File: src/rtl/i2s_tx_pkg.sv
// I2S transmitter shared types and frame constants.
// Imported by the bus interface, bit clock generator and top.
package i2s_tx_pkg;

  localparam int SLOT_WIDTH   = 32;
  localparam int FRAME_BITS   = 64;
  localparam int REQ_BIT      = 48;
  localparam int LRCK_R_START = 31;
  localparam int LRCK_R_END   = 62;
  localparam int BIT_CNT_W    = $clog2(FRAME_BITS);

  typedef logic [BIT_CNT_W-1:0] bit_cnt_t;

  typedef struct packed {
    logic [SLOT_WIDTH-1:0] left;
    logic [SLOT_WIDTH-1:0] right;
  } stereo_t;

  // Keep the top dw bits of a slot, zero the pad below them.
  function automatic logic [SLOT_WIDTH-1:0] slot_pad(
    input logic [SLOT_WIDTH-1:0] s,
    input int                    dw
  );
    logic [SLOT_WIDTH-1:0] ones;
    ones = '1;
    return s & ~(ones >> dw);
  endfunction

endpackage

File: src/rtl/i2s_tx_if.sv
// Sample fetch + I2S bus bundle of the transmitter.
// master: transmitter side; slave: buffer/codec side.
interface i2s_tx_if;
  import i2s_tx_pkg::*;

  logic                  sample_req;
  logic [SLOT_WIDTH-1:0] left_channel;
  logic [SLOT_WIDTH-1:0] right_channel;
  logic                  i2s_bclk;
  logic                  i2s_lrck;
  logic                  i2s_sdata;

  modport master (
    output sample_req,
    output i2s_bclk,
    output i2s_lrck,
    output i2s_sdata,
    input  left_channel,
    input  right_channel
  );

  modport slave (
    input  sample_req,
    input  i2s_bclk,
    input  i2s_lrck,
    input  i2s_sdata,
    output left_channel,
    output right_channel
  );

endinterface

File: src/rtl/i2s_bclk_gen.sv
// Bit clock divider: bclk toggles every CLK_DIV clk cycles.
// Ports: clk, nrst, enable in; bclk, rise, fall strobes out.
module i2s_bclk_gen #(
  parameter int CLK_DIV = 8
) (
  input  logic clk,
  input  logic nrst,
  input  logic enable,
  output logic bclk,
  output logic rise,
  output logic fall
);

  localparam int CW =
    (CLK_DIV > 1) ? $clog2(CLK_DIV) : 1;
  localparam logic [CW-1:0] TC = CW'(CLK_DIV - 1);

  logic [CW-1:0] div_cnt_q;
  logic [CW-1:0] div_cnt_d;
  logic          bclk_q;
  logic          bclk_d;
  logic          tc;

  assign tc = (div_cnt_q == TC);

  always_comb begin
    div_cnt_d = div_cnt_q;
    bclk_d    = bclk_q;
    if (!enable) begin
      div_cnt_d = '0;
      bclk_d    = 1'b0;
    end else if (tc) begin
      div_cnt_d = '0;
      bclk_d    = ~bclk_q;
    end else begin
      div_cnt_d = div_cnt_q + 1'b1;
    end
  end

  always_ff @(posedge clk or negedge nrst) begin
    if (!nrst) begin
      div_cnt_q <= '0;
      bclk_q    <= 1'b0;
    end else begin
      div_cnt_q <= div_cnt_d;
      bclk_q    <= bclk_d;
    end
  end

  // Strobes mark the edge on which bclk is about to change.
  assign rise = enable & tc & ~bclk_q;
  assign fall = enable & tc &  bclk_q;
  assign bclk = bclk_q;

endmodule

File: src/rtl/i2s_tx.sv
// Philips I2S master transmitter, 64-bit stereo frames.
// Ports: clk, nrst, enable; bus (master): sample fetch + I2S.
module i2s_tx
  import i2s_tx_pkg::*;
#(
  parameter int CLK_DIV    = 8,
  parameter int DATA_WIDTH = 32
) (
  input  logic     clk,
  input  logic     nrst,
  input  logic     enable,
  i2s_tx_if.master bus
);

  logic bclk;
  logic rise;
  logic fall;

  i2s_bclk_gen #(
    .CLK_DIV (CLK_DIV)
  ) u_bclk (
    .clk    (clk),
    .nrst   (nrst),
    .enable (enable),
    .bclk   (bclk),
    .rise   (rise),
    .fall   (fall)
  );

  bit_cnt_t                  bit_cnt_q;
  bit_cnt_t                  bit_cnt_d;
  bit_cnt_t                  bit_nxt;
  logic [2*SLOT_WIDTH-1:0]   shreg_q;
  logic [2*SLOT_WIDTH-1:0]   shreg_d;
  stereo_t                   hold_q;
  stereo_t                   hold_d;
  logic                      lrck_q;
  logic                      lrck_d;
  logic                      sdata_q;
  logic                      sdata_d;
  logic                      req_q;
  logic                      req_d;

  assign bit_nxt = bit_cnt_q + 1'b1;

  always_comb begin
    bit_cnt_d = bit_cnt_q;
    shreg_d   = shreg_q;
    hold_d    = hold_q;
    lrck_d    = lrck_q;
    sdata_d   = sdata_q;
    req_d     = 1'b0;
    if (!enable) begin
      bit_cnt_d = '1;
      shreg_d   = '0;
      hold_d    = '0;
      lrck_d    = 1'b0;
      sdata_d   = 1'b0;
    end else begin
      // Buffer output is valid only while req_q is high.
      if (req_q) begin
        hold_d.left  = bus.left_channel;
        hold_d.right = bus.right_channel;
      end
      if (fall) begin
        bit_cnt_d = bit_nxt;
        if (bit_nxt == '0) begin
          shreg_d = {
            slot_pad(hold_q.left,  DATA_WIDTH),
            slot_pad(hold_q.right, DATA_WIDTH)
          };
        end else begin
          shreg_d = shreg_q << 1;
        end
        sdata_d = shreg_d[2*SLOT_WIDTH-1];
        // LRCK leads each slot MSB by one bit.
        lrck_d  =
          (bit_nxt >= BIT_CNT_W'(LRCK_R_START)) &&
          (bit_nxt <= BIT_CNT_W'(LRCK_R_END));
        req_d   = (bit_nxt == BIT_CNT_W'(REQ_BIT));
      end
    end
  end

  always_ff @(posedge clk or negedge nrst) begin
    if (!nrst) begin
      bit_cnt_q <= '1;
      shreg_q   <= '0;
      hold_q    <= '0;
      lrck_q    <= 1'b0;
      sdata_q   <= 1'b0;
      req_q     <= 1'b0;
    end else begin
      bit_cnt_q <= bit_cnt_d;
      shreg_q   <= shreg_d;
      hold_q    <= hold_d;
      lrck_q    <= lrck_d;
      sdata_q   <= sdata_d;
      req_q     <= req_d;
    end
  end

  assign bus.sample_req = req_q;
  assign bus.i2s_bclk   = bclk;
  assign bus.i2s_lrck   = lrck_q;
  assign bus.i2s_sdata  = sdata_q;

endmodule
File: src/flat_wrapper.sv
// flat-port wrapper written by rule: the top's interface ports become plain ports
module i2s_tx_flat import i2s_tx_pkg::*;
#(
  parameter int CLK_DIV    = 8,
  parameter int DATA_WIDTH = 32
)
  (clk, nrst, enable, bus_sample_req, bus_i2s_bclk, bus_i2s_lrck, bus_i2s_sdata, bus_left_channel, bus_right_channel);
  i2s_tx_if bus_i ();
  input  logic clk;
  input  logic nrst;
  input  logic enable;
  output wire logic [$bits(bus_i.sample_req)-1:0] bus_sample_req;
  output wire logic [$bits(bus_i.i2s_bclk)-1:0] bus_i2s_bclk;
  output wire logic [$bits(bus_i.i2s_lrck)-1:0] bus_i2s_lrck;
  output wire logic [$bits(bus_i.i2s_sdata)-1:0] bus_i2s_sdata;
  input wire logic [$bits(bus_i.left_channel)-1:0] bus_left_channel;
  input wire logic [$bits(bus_i.right_channel)-1:0] bus_right_channel;
  assign bus_sample_req = bus_i.sample_req;
  assign bus_i2s_bclk = bus_i.i2s_bclk;
  assign bus_i2s_lrck = bus_i.i2s_lrck;
  assign bus_i2s_sdata = bus_i.i2s_sdata;
  assign bus_i.left_channel = bus_left_channel;
  assign bus_i.right_channel = bus_right_channel;
  i2s_tx #(.CLK_DIV(CLK_DIV), .DATA_WIDTH(DATA_WIDTH)) u_core (.clk(clk), .nrst(nrst), .enable(enable), .bus(bus_i));
endmodule
File: config.mk
export PLATFORM = sky130hd
export DESIGN_NAME = i2s_tx_flat
export DESIGN_NICKNAME = d
export VERILOG_FILES = /design/src/rtl/i2s_tx_pkg.sv /design/src/rtl/i2s_tx_if.sv /design/src/rtl/i2s_bclk_gen.sv /design/src/rtl/i2s_tx.sv /design/src/flat_wrapper.sv
export SDC_FILE = /design/constraint.sdc
export NUM_CORES = 1
export LEC_CHECK = 0
export CAP_MARGIN = 15
export CORE_MARGIN = 2
export CORE_UTILIZATION = 27
export DETAILED_ROUTE_END_ITERATION = 12
export GPL_ROUTABILITY_DRIVEN = 0
export PLACE_DENSITY = 0.48
export SLEW_MARGIN = 30
export SYNTH_ARGS = -nofsm -noshare
export SYNTH_HDL_FRONTEND = slang
export SYNTH_HIERARCHICAL = 1
export SYNTH_SLANG_ARGS = --single-unit
File: constraint.sdc
create_clock -name clk -period 3.35 [get_ports clk]
set_clock_uncertainty 0.15 [all_clocks]
set_input_delay 0.8375 -clock clk [delete_from_list [all_inputs] [get_ports clk]]
set_output_delay 0.8375 -clock clk [all_outputs]
set_load 0.1 [all_outputs]
# After elaboration in Yosys (flattened, before gate mapping)
# Cells that the tools add are included.
# totals
reg_bits	140
out_inout_bits	4
elab_cells	40
# op_classes
n_addsub	2
order_cmp	2
eq_ne	5
n_mux	17
bitwise_logic	3
reduce_logical	2
# op_table
cell	count
two-way mux 64 bit	3
two-way mux 63 bit	2
two-way mux 6 bit	2
two-way mux 1 bit	8
adder 6 x 1 -> 6 bit, second input constant	1
equality test 6 bit, second input constant	1
>= comparator 6 x 5 -> 1 bit, second input constant	1
<= comparator 6 bit, second input constant	1
zero test 6 bit	1
two-way mux 3 bit	2
inequality test 2 x 1 -> 1 bit, second input constant	3
adder 3 x 1 -> 3 bit, second input constant	1
equality test 3 bit, second input constant	1
bitwise AND 1 bit	2
logical AND 1 bit	1
NOT 1 bit	1

# Depth between registers and ports, before layout
# Gate-level depths: netlist of the first run.
# logic_depth
depth_word	5
depth_mapped	8
ltp_nobuf	7

# Hierarchy
# Netlist of the first run, hierarchy kept.
# by_module_without_submodules
module	n_inst	cells_each	area_per_inst_um2
i2s_tx	1	638	6582.6
i2s_bclk_gen	1	14	175.2

# Worst setup path before layout of the first run
# No wires, ideal clock.
# synth_timing
path_type	reg2reg
from	reg u_core.u_bclk.bclk_q (netlist: u_core/u_bclk/bclk)
to	reg u_core.sdata_q (netlist: u_core/bus.i2s_sdata)
setup_ns	0.141
t_arrival_ns	2.142
required_time_ns	3.059
slack_ns	0.917
stages_incl_launch_ff	6
path_buffers	3
cell_sequence	dfrtp_1 -> and3_2 -> clkbuf_1 -> clkbuf_1 -> clkbuf_1 -> a31oi_1
# synth_between
elab_chain_cells	2
# synth_lines
item	line_no	text
from (decl)	i2s_bclk_gen.sv:20	logic bclk_q;
from (signal assigned)	i2s_bclk_gen.sv:46	bclk_q <= bclk_d;
bitwise AND 1 bit	i2s_bclk_gen.sv:52	assign fall = enable & tc & bclk_q;
via u_core.fall	i2s_tx.sv:17	logic fall;
inequality test 2 x 1 -> 1 bit (no source line)	n/a	
to (signal assigned)	i2s_tx.sv:98	sdata_q <= sdata_d;
to (decl)	i2s_tx.sv:39	logic sdata_q;
# The timed path passes the listed nets, and every way through them passes these cells.
# A chain may end at the register's enable or synchronous reset.

# Final worst setup path of the first run
# layout_timing
from	reg u_core.bit_cnt_q[0]
to	reg u_core.shreg_q[37]
# layout_between
elab_chain_cells	5
# layout_lines
item	line_no	text
from (decl)	i2s_tx.sv:30	bit_cnt_t bit_cnt_q;
from (signal assigned)	i2s_tx.sv:94	bit_cnt_q <= bit_cnt_d;
adder 6 x 1 -> 6 bit	i2s_tx.sv:44	assign bit_nxt = bit_cnt_q + 1'b1;
zero test 6 bit	i2s_tx.sv:67	if (bit_nxt == '0) begin
two-way mux 64 bit	i2s_tx.sv:67	
two-way mux 63 bit	i2s_tx.sv:65	if (fall) begin
two-way mux 63 bit	i2s_tx.sv:53	if (!enable) begin
to (signal assigned)	i2s_tx.sv:95	shreg_q <= shreg_d;
to (decl)	i2s_tx.sv:33	logic [2*SLOT_WIDTH-1:0] shreg_q;
# Every way passes these cells. The select of a mux whose other input is x is not followed.

==> flow_metrics.py, run 1 <==
metrics = {
    "critical_path": {
        "reg2regPathDepth": 7,
        "r2r-end": "u_core/shreg_q[37]",
        "endpoint_kind": "register",
        "cp.arrival_ns": 2.83,
        "r2r_slack_ns": 0.70,
        "crit_required_ns": 3.53,
        "startpoint_type": "register",
        "timing.rr.start": "u_core/bit_cnt_q[0]",
        "cp_max_fo": 48,
        "worstSetupPathType": "reg2reg",
    },
    "cts": {
        "cts_tree": "done",
        "clk_pin_slew_ns": 0.05,
        "cts_made_buffers": 17,
        "cts.repair.resized": 0,
        "cts.sinks": 140,
        "clockBufferDepth": 2,
        "cts_max_level": 4,
        "cts_root_buffer": "clkbuf_16",
        "ctsHoldBuffers": 0,
        "clk_latency_ns": 0.42,
        "cts_setup_buffers": 0,
    },
    "drt": {
        "first_pass_iters": 5,
        "drt_iter0_drc": 406,
        "wire_per_inst_um": 16.0,
        "drc_errors": 0,
        "avgViaCountPerCell": 4.92,
        "vias": 5041,
        "wl_mm": 16.4,
        "ant_nets": 0,
    },
    "synthesis": {
        "synthCells": 650,
        "syn_nets": 723,
        "netlist_area_um2": 6750,
        "yosysWarnings": 6,
        "synth.avg_cell_area_um2": 10.4,
    },
    "min_path": {
        "worstHoldStart": "u_core/u_bclk/div_cnt_q[0]",
        "hold_depth": 1,
        "min_path_type": "reg2reg",
        "worst_hold_path.endpoint": "u_core/u_bclk/div_cnt_q[0]",
    },
    "timing": {
        "setup_ws_ns": 0.695,
        "period_share_pct": 79.2,
        "drv_slew": 0,
        "setup_tns_ns": 0,
        "setup_viol": 0,
        "rsz0062_at_grt": "false",
        "finalWorstPathRequiredPeriod_ns": 2.65,
        "fmax_mhz": 377,
        "worst_pin_slew_ns": 0.806,
        "hold_viol": 0,
        "relSlewSlack_pct": 46.3,
    },
    "floorplanning": {
        "core_um2": 24500,
        "die_area_um2": 26300,
        "io_pins": 71,
        "start_util_pct": 27.6,
        "die_w_um": 162,
        "row_count": 57,
        "die_y_um": 162,
    },
    "power": {
        "power_leakage_nw": 3.22,
        "p_total_mw": 4.02,
        "ir_worst_vdd_mv": 0.310,
        "power_density_nw_per_um2": 484,
    },
    "global_route": {
        "antenna_found_initial": 0,
        "grt_pass1_wl_mm": 27.3,
        "grt_max_degree": 84,
        "grt_overflow": 0,
        "grt_util_all_layers_pct": 13.0,
        "first_global_vias": 5239,
    },
    "cells_and_area": {
        "fillers": 2437,
        "num_antenna_cells": 0,
        "drive_above_1_share_pct": 10.0,
        "area_growth_pct": 23.3,
        "nets": 760,
        "finish.utilization_pct": 34.0,
    },
    "flow_run": {
        "max_cap_viol_count": 0,
    },
    "place": {
        "pre_cts_slack_ns": 0.727,
        "hpwlAfterDp_mm": 10.1,
        "port_buffers": 70,
    },
    "status": {
        "status": "complete, no violations",
    },
}
[layer usage]
layer / vias to the layer above / track usage, % / part of all wire [%]
met2: 124 / 20.6 / 47
met3: 13 / 2.96 / 3.7
met4: 0 / 4.06 / 1.2
li1: 2410 / - / -
met1: 2494 / 17.6 / 48
met5: - / 0 / 0
[where the power goes]
part	total [mW]	switching, mW	leakage (nW)	internal [mW]
clock	2.17	0.746	0.332	1.42
sequential	1.70	0.00154	1.93	1.69
combinational	0.158	0.0707	0.960	0.0875
total	4.02	0.818	3.22	3.21
[per-stage QoR]
stage / cells / hold slack [ns] / instance area (µm²)
2_1_floorplan: 650 / 0.264 / 6750
3_3_place_gp: 992 / 0.280 / 7640
3_5_place_dp: 992 / 0.294 / 7640
4_1_cts: 1024 / 0.301 / 8320
5_1_grt: 1024 / 0.317 / 8320
6_report: 1024 / 0.300 / 8320
[registers in the layout, indices dropped and copies added, names as in the netlist]
signal,flops
u_core/hold_q,64
u_core/shreg_q,63
u_core/bit_cnt_q,6
u_core/u_bclk/div_cnt_q,3
u_core/bus.i2s_lrck,1
u_core/bus.i2s_sdata,1
u_core/bus.sample_req,1
u_core/u_bclk/bclk,1
[cells in the final DEF, fill, tap and decap left out, types with 4 or more instances in the layout]
cell / count
a31oi_1: 63
buf_12: 4
buf_4: 15
bufinv_16: 6
clkbuf_16: 17
clkdlybuf4s50_1: 64
dfrtp_1: 133
dfstp_2: 6
ha_1: 6
mux2i_1: 64
nand2_1: 11
nand3_1: 64
nor2b_1: 64
o21ai_0: 108
o21ai_1: 21
xnor2_1: 4
[layout make-up]
class                           instances  area (µm²)  share of cell area (%)
Inverter                                3        11.3                   0.135
Tap cell                              324         405                    4.87
Sequential cell                       140        3510                    42.2
Timing Repair Buffer                   84         845                    10.2
Clock inverter                         13         234                    2.81
Clock buffer                           19         443                    5.32
Multi-Input combinational cell        441        2870                    34.5
[worst max path at each step]
stage                           end                 from  cells after the start  slack [ns]
6_report         u_core/shreg_q[37]  u_core/bit_cnt_q[0]                      7        0.70
5_1_grt          u_core/shreg_q[33]  u_core/bit_cnt_q[0]                      7        0.48
4_1_cts          u_core/shreg_q[37]  u_core/bit_cnt_q[0]                      7        0.71
3_5_place_dp     u_core/shreg_q[37]  u_core/bit_cnt_q[0]                      7        0.73
3_3_place_gp     u_core/shreg_q[27]  u_core/bit_cnt_q[0]                      7        0.76
2_1_floorplan  u_core/bus.i2s_sdata   u_core/u_bclk/bclk                      5        0.93
[critical path: stages (launching register included)]
cell and delay [ns]:
dfstp_2 0.60, ha_1 0.33, nand2_2 0.11, nor3_2 0.27
a31o_2 0.43, buf_12 0.30, nand3_1 0.13, a31oi_1 0.21
Note: power is estimated with default switching activity, not from simulation.
==> run 2, diff against run 1 <==
==> constraint.sdc (replaced) <==
create_clock -name clk -period 2.7 [get_ports clk]
set_clock_uncertainty 0.15 [all_clocks]
set_input_delay 0.675 -clock clk [delete_from_list [all_inputs] [get_ports clk]]
set_output_delay 0.675 -clock clk [all_outputs]
set_load 0.1 [all_outputs]
==> run 2 against run 1 <==
Core utilization fell by 0.082 points; critical path depth did not move; clock-buffer cell count rose by 1; sequential share of layout area rose by 0.10 points; sequential cell count did not move; combinational power rose by 25%; register-to-register slack got worse by 0.40 ns.
==> flow_metrics.py, run 2 (synthesis results as in run 1) <==
metrics = {
    "power": {
        "ir_worst_vdd_mv": 0.312,
        "power.share.combinational_pct": 4.3,
        "internal_power_mw": 3.66,
        "p_clk_share_pct": 49.8,
        "seqPwrFrac_pct": 45.9,
        "power_leakage_nw": 3.21,
        "power_density_nw_per_um2": 553,
        "swShare_pct": 20.2,
        "p_sw_mw": 0.926,
    },
    "drt": {
        "wl_mm": 15.9,
        "wl_met1_mm": 7.40,
        "wire_per_inst_um": 15.5,
        "avgViaCountPerCell": 4.94,
        "top_layer_used": "met4",
        "dr_wl_met2_mm": 7.66,
        "drc_errors": 0,
        "ant_nets": 0,
        "first_pass_iters": 6,
        "wl_met3_um": 679,
        "vias": 5065,
        "drt_iter0_drc": 312,
    },
    "critical_path": {
        "r2r-end": "u_core/shreg_q[48]",
        "critPathLaunch": "u_core/bit_cnt_q[0]",
        "path_cells": "ha_1 > nand2_2 > nor3_2 > a31o_2 > buf_12 > nand3_1 > a31oi_1",
        "critPathSlowestCell": "dfstp_2",
        "worstSetupPathType": "reg2reg",
        "cp_max_fo": 23,
        "cp.arrival_ns": 2.58,
        "cpPeakStageDelay_ns": 0.60,
        "crit_required_ns": 2.87,
        "startpoint_type": "register",
        "r2r_slack_ns": 0.29,
        "reg2regPathDepth": 7,
        "endpoint": "u_core/shreg_q[48]",
        "timing.rr.start": "u_core/bit_cnt_q[0]",
        "endpoint_kind": "register",
    },
    "global_route": {
        "grt_overflow": 0,
        "first_global_vias": 5111,
        "grt_max_degree": 93,
        "grt_util_all_layers_pct": 12.7,
        "grt_pass1_wl_mm": 26.5,
        "antenna_found_initial": 0,
    },
    "cts": {
        "ctsHoldBuffers": 0,
        "cts_max_level": 4,
        "cts.sinks": 140,
        "cts_root_buffer": "clkbuf_16",
        "cts_setup_buffers": 0,
        "clk_pin_slew_ns": 0.06,
        "clk_latency_ns": 0.42,
        "cts_tree": "done",
        "clockBufferDepth": 2,
        "cts_made_buffers": 17,
        "cts.repair.resized": 0,
    },
    "timing": {
        "setup_viol": 0,
        "worst_pin_slew_ns": 0.747,
        "drv_slew": 0,
        "finalWorstPathRequiredPeriod_ns": 2.41,
        "relSlewSlack_pct": 50.2,
        "hold_viol": 0,
        "rsz0062_at_grt": "false",
        "setup_tns_ns": 0,
        "fmax_mhz": 415,
        "period_share_pct": 89.2,
    },
    "floorplanning": {
        "row_count": 57,
        "core_um2": 24500,
        "die_area_um2": 26300,
        "io_pins": 71,
        "die_w_um": 162,
        "start_util_pct": 27.6,
        "die_y_um": 162,
    },
    "cells_and_area": {
        "final-seq-area_um2": 3510,
        "most-common-layout-cells": "dfrtp_1 (133), o21ai_0 (108)",
        "top_register": "u_core/hold_q",
        "nets": 765,
        "drive_above_1_share_pct": 10.1,
        "fillers": 2453,
        "final_common_cell": "dfrtp_1",
        "num_antenna_cells": 0,
        "largestRegisters": "u_core/hold_q (64), u_core/shreg_q (63), u_core/bit_cnt_q (6)",
        "finish.utilization_pct": 33.9,
        "area_growth_pct": 23.0,
        "multi_input_area_um2": 2870,
        "largest_register_ffs": 64,
        "final_design_area_no_fill_um2": 8300,
    },
    "place": {
        "hpwlAfterDp_mm": 10.1,
        "port_buffers": 70,
        "postPlaceCellArea_um2": 7730,
    },
    "flow_run": {
        "max_cap_viol_count": 0,
    },
    "status": {
        "status": "complete, no violations",
    },
    "min_path": {
        "min_path_type": "in2async",
    },
}
[run 2: worst max-delay path: cells and delay by family (launching register included)]
| family | cells | cell delay, ns |
|---|---|---|
| AOI/OAI and AO/OA | 2 | 0.58 |
| and+or+nand+nor | 3 | 0.45 |
| buffers and inverters | 1 | 0.21 |
| adders and majority gates | 1 | 0.32 |
| DFF | 1 | 0.60 |
[run 2: worst min-delay path by stage]
stage                                    start                          to  cells after the start
floorplan                                 nrst         u_core/bus.i2s_lrck                      0
global placement    u_core/u_bclk/div_cnt_q[0]  u_core/u_bclk/div_cnt_q[0]                      1
detailed placement  u_core/u_bclk/div_cnt_q[0]  u_core/u_bclk/div_cnt_q[0]                      1
CTS                                       nrst           u_core/hold_q[29]                      1
global route                              nrst  u_core/u_bclk/div_cnt_q[1]                      1
finish                                    nrst  u_core/u_bclk/div_cnt_q[1]                      1
[run 2: final cells by class]
cell class                 instances  share of cell area [%]
timing repair buffer              89                    11.2
clock inverter                     9                    1.48
sequential                       140                    42.3
tap                              324                    4.88
inverter                           3                   0.136
multi-input combinational        441                    34.5
clock buffer                      20                    5.38
[run 2: per-stage QoR]
stage                     hold WS [ns]  setup slack [ns]  cells  power, mW
after global routing            0.0608             0.138   1026       4.78
after detailed placement         0.287             0.299    997       2.35
after floorplan                  0.229             0.283    650       2.18
after CTS                       0.0541             0.292   1026       4.66
after global placement           0.277             0.407    997       2.34
final                           0.0491             0.292   1026       4.59
[run 2: metal layers]
metal,track usage [%],vias to the layer above
met5,0,-
met4,3.98,0
met3,3.14,16
met2,20.5,138
met1,16.7,2486
li1,-,2425
[run 2: power groups by stage]
stage	Combinational, mW	Clock, mW	Sequential [mW]
final	0.197	2.29	2.11
after CTS	0.206	2.35	2.10
after detailed placement	0.205	0	2.14
after global routing	0.218	2.45	2.10
after floorplan	0.0409	0	2.14
after global placement	0.201	0	2.14
